<file path="src/rtl/accumulator_ctrl_pkg.sv">
// rtl/accumulator_ctrl_pkg.sv - shared state, opcode and control-select encodings for the accumulator controller
package accumulator_ctrl_pkg;

  localparam int OP_W = 4;

  typedef enum logic [3:0] {
    S_FETCH,
    S_DECODE,
    S_IMM_WB,
    S_ADDR,
    S_MEM_RD,
    S_MEM_WB,
    S_MEM_WR,
    S_BR,
    S_JMP,
    S_SP_DEC,
    S_PUSH_WR,
    S_POP_ADDR,
    S_POP_RD,
    S_POP_WB,
    S_HALT
  } state_e;

  localparam logic [OP_W-1:0] OP_LDA  = 4'h0;
  localparam logic [OP_W-1:0] OP_ADD  = 4'h1;
  localparam logic [OP_W-1:0] OP_SUB  = 4'h2;
  localparam logic [OP_W-1:0] OP_AND  = 4'h3;
  localparam logic [OP_W-1:0] OP_OR   = 4'h4;
  localparam logic [OP_W-1:0] OP_LD   = 4'h5;
  localparam logic [OP_W-1:0] OP_ST   = 4'h6;
  localparam logic [OP_W-1:0] OP_ADDI = 4'h7;
  localparam logic [OP_W-1:0] OP_BEQ  = 4'h8;
  localparam logic [OP_W-1:0] OP_BNE  = 4'h9;
  localparam logic [OP_W-1:0] OP_J    = 4'hA;
  localparam logic [OP_W-1:0] OP_PUSH = 4'hB;
  localparam logic [OP_W-1:0] OP_POP  = 4'hC;
  localparam logic [OP_W-1:0] OP_HALT = 4'hF;

  localparam logic [1:0] PCSRC_ALU    = 2'd0;
  localparam logic [1:0] PCSRC_JUMP   = 2'd1;
  localparam logic [1:0] PCSRC_ALUOUT = 2'd2;

  localparam logic [1:0] MADDR_PC     = 2'd0;
  localparam logic [1:0] MADDR_ALUOUT = 2'd1;
  localparam logic [1:0] MADDR_SELEFT = 2'd2;

  localparam logic [1:0] SRCA_PC  = 2'd0;
  localparam logic [1:0] SRCA_ACC = 2'd1;
  localparam logic [1:0] SRCA_SP  = 2'd2;

  localparam logic [2:0] SRCB_TWO = 3'd0;
  localparam logic [2:0] SRCB_MDR = 3'd1;
  localparam logic [2:0] SRCB_SE  = 3'd2;
  localparam logic [2:0] SRCB_ZE  = 3'd3;
  localparam logic [2:0] SRCB_SL1 = 3'd4;

  localparam logic [2:0] ALU_ADD   = 3'd0;
  localparam logic [2:0] ALU_SUB   = 3'd1;
  localparam logic [2:0] ALU_AND   = 3'd2;
  localparam logic [2:0] ALU_OR    = 3'd3;
  localparam logic [2:0] ALU_PASSA = 3'd4;
  localparam logic [2:0] ALU_PASSB = 3'd5;

  typedef struct packed {
    logic       ir_write;
    logic       pc_write;
    logic       branch;
    logic       bne_or_beq;
    logic [1:0] pc_src;
    logic [1:0] mem_addr;
    logic       mem_write;
    logic       acc_write;
    logic       sp_write;
    logic [1:0] alu_src_a;
    logic [2:0] alu_src_b;
    logic [2:0] alu_op;
    logic       instr_done;
    logic       illegal;
    logic       halted;
  } ctrl_t;

  function automatic logic is_illegal(input logic [OP_W-1:0] op);
    return (op == 4'hD) || (op == 4'hE);
  endfunction

endpackage

</file>
<file path="src/rtl/accumulator_ctrl_decode.sv">
// rtl/accumulator_ctrl_decode.sv - combinational state-to-control-word decoder
module accumulator_ctrl_decode
  import accumulator_ctrl_pkg::*;
(
  input  state_e          state_i,
  input  logic [OP_W-1:0] opcode_i,
  output ctrl_t           ctrl_o
);

  // Opcode only refines states already selected by it (ALU op, branch sense, illegal flag).
  always_comb begin
    ctrl_o = '0;
    unique case (state_i)
      S_FETCH: begin
        ctrl_o.mem_addr  = MADDR_PC;
        ctrl_o.ir_write  = 1'b1;
        ctrl_o.alu_src_a = SRCA_PC;
        ctrl_o.alu_src_b = SRCB_TWO;
        ctrl_o.alu_op    = ALU_ADD;
        ctrl_o.pc_write  = 1'b1;
        ctrl_o.pc_src    = PCSRC_ALU;
      end
      S_DECODE: begin
        ctrl_o.alu_src_a  = SRCA_PC;
        ctrl_o.alu_src_b  = SRCB_SL1;
        ctrl_o.alu_op     = ALU_ADD;
        ctrl_o.illegal    = is_illegal(opcode_i);
        ctrl_o.instr_done = is_illegal(opcode_i);
      end
      S_IMM_WB: begin
        ctrl_o.alu_src_a  = SRCA_ACC;
        ctrl_o.alu_src_b  = SRCB_SE;
        ctrl_o.alu_op     = (opcode_i == OP_ADDI) ? ALU_ADD : ALU_PASSB;
        ctrl_o.acc_write  = 1'b1;
        ctrl_o.instr_done = 1'b1;
      end
      S_ADDR: begin
        ctrl_o.alu_src_b = SRCB_ZE;
        ctrl_o.alu_op    = ALU_PASSB;
      end
      S_MEM_RD: begin
        ctrl_o.mem_addr = MADDR_ALUOUT;
      end
      S_MEM_WB: begin
        ctrl_o.alu_src_a  = SRCA_ACC;
        ctrl_o.alu_src_b  = SRCB_MDR;
        ctrl_o.acc_write  = 1'b1;
        ctrl_o.instr_done = 1'b1;
        case (opcode_i)
          OP_ADD:  ctrl_o.alu_op = ALU_ADD;
          OP_SUB:  ctrl_o.alu_op = ALU_SUB;
          OP_AND:  ctrl_o.alu_op = ALU_AND;
          OP_OR:   ctrl_o.alu_op = ALU_OR;
          default: ctrl_o.alu_op = ALU_PASSB;
        endcase
      end
      S_MEM_WR, S_PUSH_WR: begin
        ctrl_o.mem_addr   = MADDR_ALUOUT;
        ctrl_o.mem_write  = 1'b1;
        ctrl_o.instr_done = 1'b1;
      end
      S_BR: begin
        ctrl_o.alu_src_a  = SRCA_ACC;
        ctrl_o.alu_op     = ALU_PASSA;
        ctrl_o.branch     = 1'b1;
        ctrl_o.pc_src     = PCSRC_ALUOUT;
        ctrl_o.bne_or_beq = opcode_i[0];
        ctrl_o.instr_done = 1'b1;
      end
      S_JMP: begin
        ctrl_o.pc_write   = 1'b1;
        ctrl_o.pc_src     = PCSRC_JUMP;
        ctrl_o.instr_done = 1'b1;
      end
      S_SP_DEC: begin
        ctrl_o.alu_src_a = SRCA_SP;
        ctrl_o.alu_src_b = SRCB_TWO;
        ctrl_o.alu_op    = ALU_SUB;
        ctrl_o.sp_write  = 1'b1;
      end
      S_POP_ADDR: begin
        ctrl_o.alu_src_a = SRCA_SP;
        ctrl_o.alu_op    = ALU_PASSA;
      end
      S_POP_RD: begin
        ctrl_o.mem_addr  = MADDR_ALUOUT;
        ctrl_o.alu_src_a = SRCA_SP;
        ctrl_o.alu_src_b = SRCB_TWO;
        ctrl_o.alu_op    = ALU_ADD;
        ctrl_o.sp_write  = 1'b1;
      end
      S_POP_WB: begin
        ctrl_o.alu_src_b  = SRCB_MDR;
        ctrl_o.alu_op     = ALU_PASSB;
        ctrl_o.acc_write  = 1'b1;
        ctrl_o.instr_done = 1'b1;
      end
      S_HALT: begin
        ctrl_o.halted = 1'b1;
      end
      default: ctrl_o = '0;
    endcase
  end

endmodule

</file>
<file path="src/rtl/accumulator_control.sv">
// rtl/accumulator_control.sv - multicycle control FSM driving the accumulator datapath
module accumulator_control
  import accumulator_ctrl_pkg::*;
#(
  parameter int OPW     = 4,
  parameter int INSTR_W = 16
) (
  input  logic           CLK,
  input  logic           reset,
  input  logic [OPW-1:0] opcode,
  output logic           IRWrite,
  output logic           PCWrite,
  output logic           Branch,
  output logic           bneOrbeq,
  output logic [1:0]     PCSrc,
  output logic [1:0]     MemAddr,
  output logic           MemWrite,
  output logic           AccWrite,
  output logic           SpWrite,
  output logic [1:0]     ALUSrcA,
  output logic [2:0]     ALUSrcB,
  output logic [2:0]     ALUOp,
  output logic           instr_done,
  output logic           illegal,
  output logic           halted
);

  if ((OPW != OP_W) || (INSTR_W < OPW)) begin : g_bad_cfg
    $error("accumulator_control: unsupported OPW/INSTR_W combination");
  end

  state_e state_q, state_d;
  ctrl_t  dec_ctrl, ctrl;

  always_ff @(posedge CLK) begin
    if (!reset) state_q <= S_FETCH;
    else        state_q <= state_d;
  end

  always_comb begin
    state_d = S_FETCH;
    unique case (state_q)
      S_FETCH: state_d = S_DECODE;
      S_DECODE: begin
        case (opcode)
          OP_LDA, OP_ADDI:                     state_d = S_IMM_WB;
          OP_ADD, OP_SUB, OP_AND, OP_OR,
          OP_LD, OP_ST:                        state_d = S_ADDR;
          OP_BEQ, OP_BNE:                      state_d = S_BR;
          OP_J:                                state_d = S_JMP;
          OP_PUSH:                             state_d = S_SP_DEC;
          OP_POP:                              state_d = S_POP_ADDR;
          OP_HALT:                             state_d = S_HALT;
          default:                             state_d = S_FETCH;
        endcase
      end
      S_ADDR:     state_d = (opcode == OP_ST) ? S_MEM_WR : S_MEM_RD;
      S_MEM_RD:   state_d = S_MEM_WB;
      S_SP_DEC:   state_d = S_PUSH_WR;
      S_POP_ADDR: state_d = S_POP_RD;
      S_POP_RD:   state_d = S_POP_WB;
      S_HALT:     state_d = S_HALT;
      default:    state_d = S_FETCH;
    endcase
  end

  accumulator_ctrl_decode u_decode (
    .state_i  (state_q),
    .opcode_i (opcode),
    .ctrl_o   (dec_ctrl)
  );

  // Holding reset low silences the datapath immediately, before the state register catches up.
  assign ctrl = reset ? dec_ctrl : '0;

  assign IRWrite    = ctrl.ir_write;
  assign PCWrite    = ctrl.pc_write;
  assign Branch     = ctrl.branch;
  assign bneOrbeq   = ctrl.bne_or_beq;
  assign PCSrc      = ctrl.pc_src;
  assign MemAddr    = ctrl.mem_addr;
  assign MemWrite   = ctrl.mem_write;
  assign AccWrite   = ctrl.acc_write;
  assign SpWrite    = ctrl.sp_write;
  assign ALUSrcA    = ctrl.alu_src_a;
  assign ALUSrcB    = ctrl.alu_src_b;
  assign ALUOp      = ctrl.alu_op;
  assign instr_done = ctrl.instr_done;
  assign illegal    = ctrl.illegal;
  assign halted     = ctrl.halted;

endmodule

</file>
<file path="config.mk">
export PLATFORM = sky130hd
export DESIGN_NAME = accumulator_control
export DESIGN_NICKNAME = d
export VERILOG_FILES = /design/src/rtl/accumulator_ctrl_pkg.sv /design/src/rtl/accumulator_ctrl_decode.sv /design/src/rtl/accumulator_control.sv
export SDC_FILE = /design/constraint.sdc
export NUM_CORES = 1
export LEC_CHECK = 0
export ABC_AREA = 1
export CAP_MARGIN = 40
export CORE_MARGIN = 1
export CORE_UTILIZATION = 25
export CTS_BUF_LIST = sky130_fd_sc_hd__clkbuf_8
export CTS_CLUSTER_SIZE = 12
export DETAILED_ROUTE_END_ITERATION = 7
export GPL_TIMING_DRIVEN = 1
export REMOVE_ABC_BUFFERS = 1
export SLEW_MARGIN = 25
export SYNTH_ARGS = -nofsm -noshare
export SYNTH_HDL_FRONTEND = slang
export SYNTH_SLANG_ARGS = --single-unit
</file>
<file path="constraint.sdc">
create_clock -name CLK -period 2.85 [get_ports CLK]
set_clock_uncertainty 0.05 [all_clocks]
set_input_delay 0.855 -clock CLK [delete_from_list [all_inputs] [get_ports CLK]]
set_output_delay 0.855 -clock CLK [all_outputs]
set_load 0.03 [all_outputs]
</file>
## After elaboration in Yosys (flattened, before gate mapping)

Memories as Yosys holds them, arrays and structs flattened.
Index checks and enable logic that the tools add are counted.

- Word-level logic and storage cells: 56
- Register bits after elaboration: 4
- Input bits: 6
- Memories: 1
- Memory bits (read-only): 64

Memories:

| memory | words | bits a word | read ports | clocked after memory_dff | write ports | RTL line | text |
|---|---|---|---|---|---|---|---|
| (no name shown) | 16 | 4 | 1 | 0 | 0 | accumulator_control.sv:45 | `case (opcode)` |

- Muxes and demuxes: 19
- Equal/unequal tests: 22
- Reductions and logical operators: 13

Operators with widths:

| operator | count |
|---|---|
| equality test 4 bit (second input constant) | 9 |
| case mux 4 bit (8 select lines) | 1 |
| equality test 4 x 3 -> 1 bit (second input constant) | 7 |
| case mux 3 bit (4 select lines) | 2 |
| two-way mux 22 bit | 1 |
| equality test 4 x 2 -> 1 bit (second input constant) | 4 |
| case mux 3 bit (5 select lines) | 1 |
| OR reduction 2 bit | 6 |
| OR reduction 3 bit | 3 |
| equality test 4 x 1 -> 1 bit (second input constant) | 2 |
| two-way mux 1 bit | 8 |
| case mux 2 bit (2 select lines) | 2 |
| OR reduction 7 bit | 1 |
| zero test 4 bit | 1 |
| two-way mux 2 bit | 2 |
| OR reduction 4 bit | 1 |
| two-way mux 3 bit | 1 |
| case mux 1 bit (2 select lines) | 1 |
| logical OR 1 bit | 1 |

## Logic depth before layout (Yosys ltp)

- Word-level depth: 4
- Depth in mapped cells: 9
- Depth with buffers taken out: 9

## Modules after synthesis

From an unflattened synthesis, not the netlist that was laid out.

- Cells, all modules: 189
- Area, all modules: 912.1 µm²

By module, submodules not included:

| module | times used | sequential area each (µm²) | cells each | area an instance (µm²) |
|---|---|---|---|---|
| accumulator_control | 1 | 80.1 | 111 | 556.8 |
| accumulator_ctrl_decode | 1 | 0.0 | 78 | 355.3 |

## Least setup slack after synthesis

Ideal clock, no wire load.

- Path kind: input to output
- From: input port opcode[0]
- To: output port ALUOp[1]
- Buffers on the path: 0
- Slack: -0.005 ns
- Data arrival time: 1.950 ns
- Cell stages on the path: 6
- Cells stage by stage: inv_1 -> ha_1 -> nand3_1 -> nand2_1 -> inv_1 -> nor3_1

- Longest elaborated chain between the ends: 4
- Elaborated cells on any way between the ends: 7
- Classes of those cells: eq/ne (4); mux (3)

RTL lines:

| item | RTL line | text |
|---|---|---|
| start: declaration | accumulator_control.sv:10 | `input logic [OPW-1:0] opcode,` |
| equality test 4 x 3 -> 1 bit, or another cell as far along | accumulator_ctrl_decode.sv:49 | `case (opcode_i)` |
| case mux 3 bit (4 select lines) * | accumulator_ctrl_decode.sv:49 |  |
| case mux 3 bit (5 select lines) * | accumulator_ctrl_decode.sv:13 | `unique case (state_i)` |
| two-way mux 22 bit * | accumulator_control.sv:74 | `assign ctrl = reset ? dec_ctrl : '0;` |
| end: declaration | accumulator_control.sv:22 | `output logic [2:0] ALUOp,` |

Every way passes the cells marked *; elsewhere a longest branch is shown, timed or not.

## Final worst setup path

- From: input port opcode[0]
- To: output port ALUOp[0]

- Longest elaborated chain between the ends: 4
- Elaborated cells on any way between the ends: 9
- Classes of those cells: eq/ne (5); mux (4)

RTL lines:

| item | RTL line |
|---|---|
| equality test 4 x 3 -> 1 bit, or another cell as far along | accumulator_ctrl_decode.sv:49 |
| case mux 3 bit (4 select lines) or two-way mux 3 bit (tied branches) | accumulator_ctrl_decode.sv:49, accumulator_ctrl_decode.sv:33 |
| case mux 3 bit (5 select lines) * | accumulator_ctrl_decode.sv:13 |
| two-way mux 22 bit * | accumulator_control.sv:74 |

Marked as above.

==> impl_metrics.env <==
export IMPL_synth_cell_area_sq_um=691.9
export IMPL_synthMuxAreaShare_pct=0
export IMPL_area_growth_pct=76.13
export IMPL_setup_viol=0
export IMPL_largest_register_ffs=4
export IMPL_top_regs="state_q x4"
export IMPL_gp_congestion=0.8450
export IMPL_final_hold_viol_count=0
export IMPL_cp_data_arrival_time_ns=1.88
export IMPL_p_per_area_nw_per_um2=329.6
export IMPL_grt_pass1_wl_microns=3374
export IMPL_antenna_found_initial=0
export IMPL_first_pass_iters=4
export IMPL_required_ns=1.95
export IMPL_leakage_nw=0.6251
export IMPL_ctsHoldBuffers=0
export IMPL_via_per_inst=4.693
export IMPL_drc=0
export IMPL_drv_cap=0
export IMPL_peakVddDrop_v=0.0002547
export IMPL_whs_path_depth=3
export IMPL_cts_htree_levels=1
export IMPL_io_buffers=26
export IMPL_wire_per_inst_microns=11.48
export IMPL_drt_iter0_markers=15
export IMPL_tritoncts="done"
export IMPL_synth_compound_gate_area_share_pct=9.403
export IMPL_synthAdderAreaFrac_pct=7.233
export IMPL_drv_slew=0
export IMPL_die_height_microns=54.61
export IMPL_synth_top_flop_cell="dfxtp_1"
export IMPL_clock_sinks=4
export IMPL_dpl_worst_slack_ns=-0.4190
export IMPL_cts_clk_slew_worst_paths_ns=0.03
export IMPL_core_rowCount=18
export IMPL_ctsRootBufferMaster="clkbuf_8"
export IMPL_synth_edf_count=0
export IMPL_vias=962
export IMPL_fmax_ghz=0.3586
export IMPL_antenna_left=0
export IMPL_wirelength_microns=2354
export IMPL_r2r_slack_ns=1.52
export IMPL_postPlaceCellArea_sq_um=1010
export IMPL_core_area_sq_um=2545
export IMPL_startpoint_type="primary input"
export IMPL_grt_max_degree=22
export IMPL_antennaDiodeCount=0
export IMPL_ys_types=20
export IMPL_yosys_warnings=0
export IMPL_synth_top_family_by_area="simple AND/OR/NAND/NOR gates"
export IMPL_grt_ovfl_total=0
export IMPL_start_util_pct=27.19
export IMPL_holdPathEnd="state_q[0]"
export IMPL_die_area_sq_um=2982
export IMPL_fin_crit_sh_pct=97.84
export IMPL_io_pins=28
export IMPL_synthSimpleGateAreaFrac_pct=57.69
export IMPL_hpwl_microns=1632
export IMPL_holdCritStartpoint="state_q[0]"
export IMPL_clockBufferDepth=2
export IMPL_r2r_end="state_q[1]"
export IMPL_ys_seq_elements=4
export IMPL_first_global_vias=855
export IMPL_ff2ff_path_depth=7
export IMPL_die_w_microns=54.61
export IMPL_regMostFlops="state_q"
export IMPL_timing_rr_start="state_q[1]"
export IMPL_synth_xor_area_share_pct=0
export IMPL_crit_path_end_kind="primary output"
export IMPL_layout_setup_ws_ns=0.06151
export IMPL_final_area_sq_um=1219
export IMPL_yosysSeqAreaShare_pct=11.57
export IMPL_critPathKind="in -> out"
export IMPL_avgSynthCellArea_sq_um=5.164
export IMPL_netlist_instances=134
export IMPL_period_needed_ns=2.788
export IMPL_drive_above_1_share_pct=45.14
export IMPL_nNetsFinal=187
export IMPL_cts_inserted_buffers=3
export IMPL_clk_insertion_delay_late_ns=0.21
export IMPL_grt_use_total_pct=15.35
export IMPL_status="finished, final reports clean"
export IMPL_hold_class="reg -> reg"
export IMPL_worstPathMaxFanout=3
export IMPL_async_flop_share_pct=0
[worst max path at each step]
stage	slack (ns)	end	cells past startpoint	start
2_1_floorplan	-0.005	ALUOp[1]	6	opcode[0]
3_3_place_gp	-0.37	ALUOp[2]	11	opcode[1]
3_5_place_dp	-0.42	ALUOp[2]	11	opcode[1]
4_1_cts	0.007	ALUSrcB[1]	5	reset
5_1_grt	-0.01	ALUOp[2]	11	opcode[1]
6_report	0.06	ALUOp[0]	11	opcode[0]
[report_power, final]
group	internal (mW)	switching, mW
Sequential	0.0625	0.0115
Clock	0.0899	0.0273
Combinational	0.0797	0.131
[logic make-up after synthesis]
group	Yosys count
adder cells (fa/ha/maj)	4
other	1
flip-flops	4
AND/OR/NAND/NOR	89
AO/OA/AOI/OAI	12
buffers and inverters	24
[what timing repair did]
item	4_1_cts	5_1_grt
gates cloned	0	1
setup buffers	1	3
resized for setup	17	36
setup endpoints to repair	6	13
pin swaps	2	9
[layout by cell type (no fill, tap or decap)]
cell type        n
conb_1           1
buf_4           33
inv_2            8
nor3_2           7
clkbuf_16        1
o21ai_0          3
buf_6            3
inv_6            1
nand3_1          6
dfxtp_1          4
inv_1           12
nor3_1           2
nand3_2          1
ha_4             4
nand2_1         29
nor2_2           3
clkbuf_2         2
nor2_1          28
nor2_4           3
a21oi_2          1
clkbuf_8         3
nand2_2          7
a31oi_1          2
nand4_1          2
a21oi_1          4
o21ai_1          1
buf_12           1
o211ai_1         1
dlymetal6s2s_1   1
nand2_4          1
[stage by stage]
stage	utilization (%)	TNS (ns)	hold WS, ns	total power, mW	std cells
2_1_floorplan	-	-0.004646	0.5527	0.1918	131
3_3_place_gp	39.68	-1.528	0.6167	0.2569	197
3_5_place_dp	39.68	-1.760	0.6158	0.2575	197
4_1_cts	41.89	0	0.6228	0.3795	201
5_1_grt	47.89	-0.01747	0.7089	0.4294	205
6_report	47.89	0	0.6232	0.4017	205
[cell usage after synthesis (all sizes together), types with 2 or more instances]
master  count  area share, %
a21oi       5            3.6
a31oi       2            1.8
clkbuf      2            1.1
dfxtp       4             12
ha          4            7.2
inv        21             11
nand2      37             22
nand3       7            5.1
nand4       2            1.8
nor2       34             22
nor3        9            6.5
o21ai       4            2.9
[critical path, stage by stage]
cell and delay [ns]:
buf_6 0.12, buf_6 0.12, ha_4 0.16, nand2_1 0.05
inv_1 0.06, nand2_2 0.09, nand2_2 0.06, nand2_2 0.08
nor2_1 0.04, nor2_1 0.09, buf_4 0.16
[layout make-up]
| type | count | area (sq um) |
|---|---|---|
| Clock buffer | 3 | 41.29 |
| Fill cell | 289 | 1326 |
| Inverter | 21 | 83.83 |
| Multi-Input combinational cell | 106 | 626.9 |
| Sequential cell | 4 | 80.08 |
| Tap cell | 30 | 37.54 |
| Timing Repair Buffer | 41 | 349.1 |
[routing by layer]
| metal | vias up | wire, microns | share of wire [%] | track usage, % |
|---|---|---|---|---|
| met1 | 429 | 1021 | 43 | 19.28 |
| li1 | 502 | - | - | - |
| met5 | - | 0 | 0 | 0 |
| met3 | 2 | 113 | 4.8 | 1.944 |
| met2 | 29 | 1204 | 51 | 25.50 |
| met4 | 0 | 14 | 0.59 | 7.265 |
(Power assumes the default switching activity.)
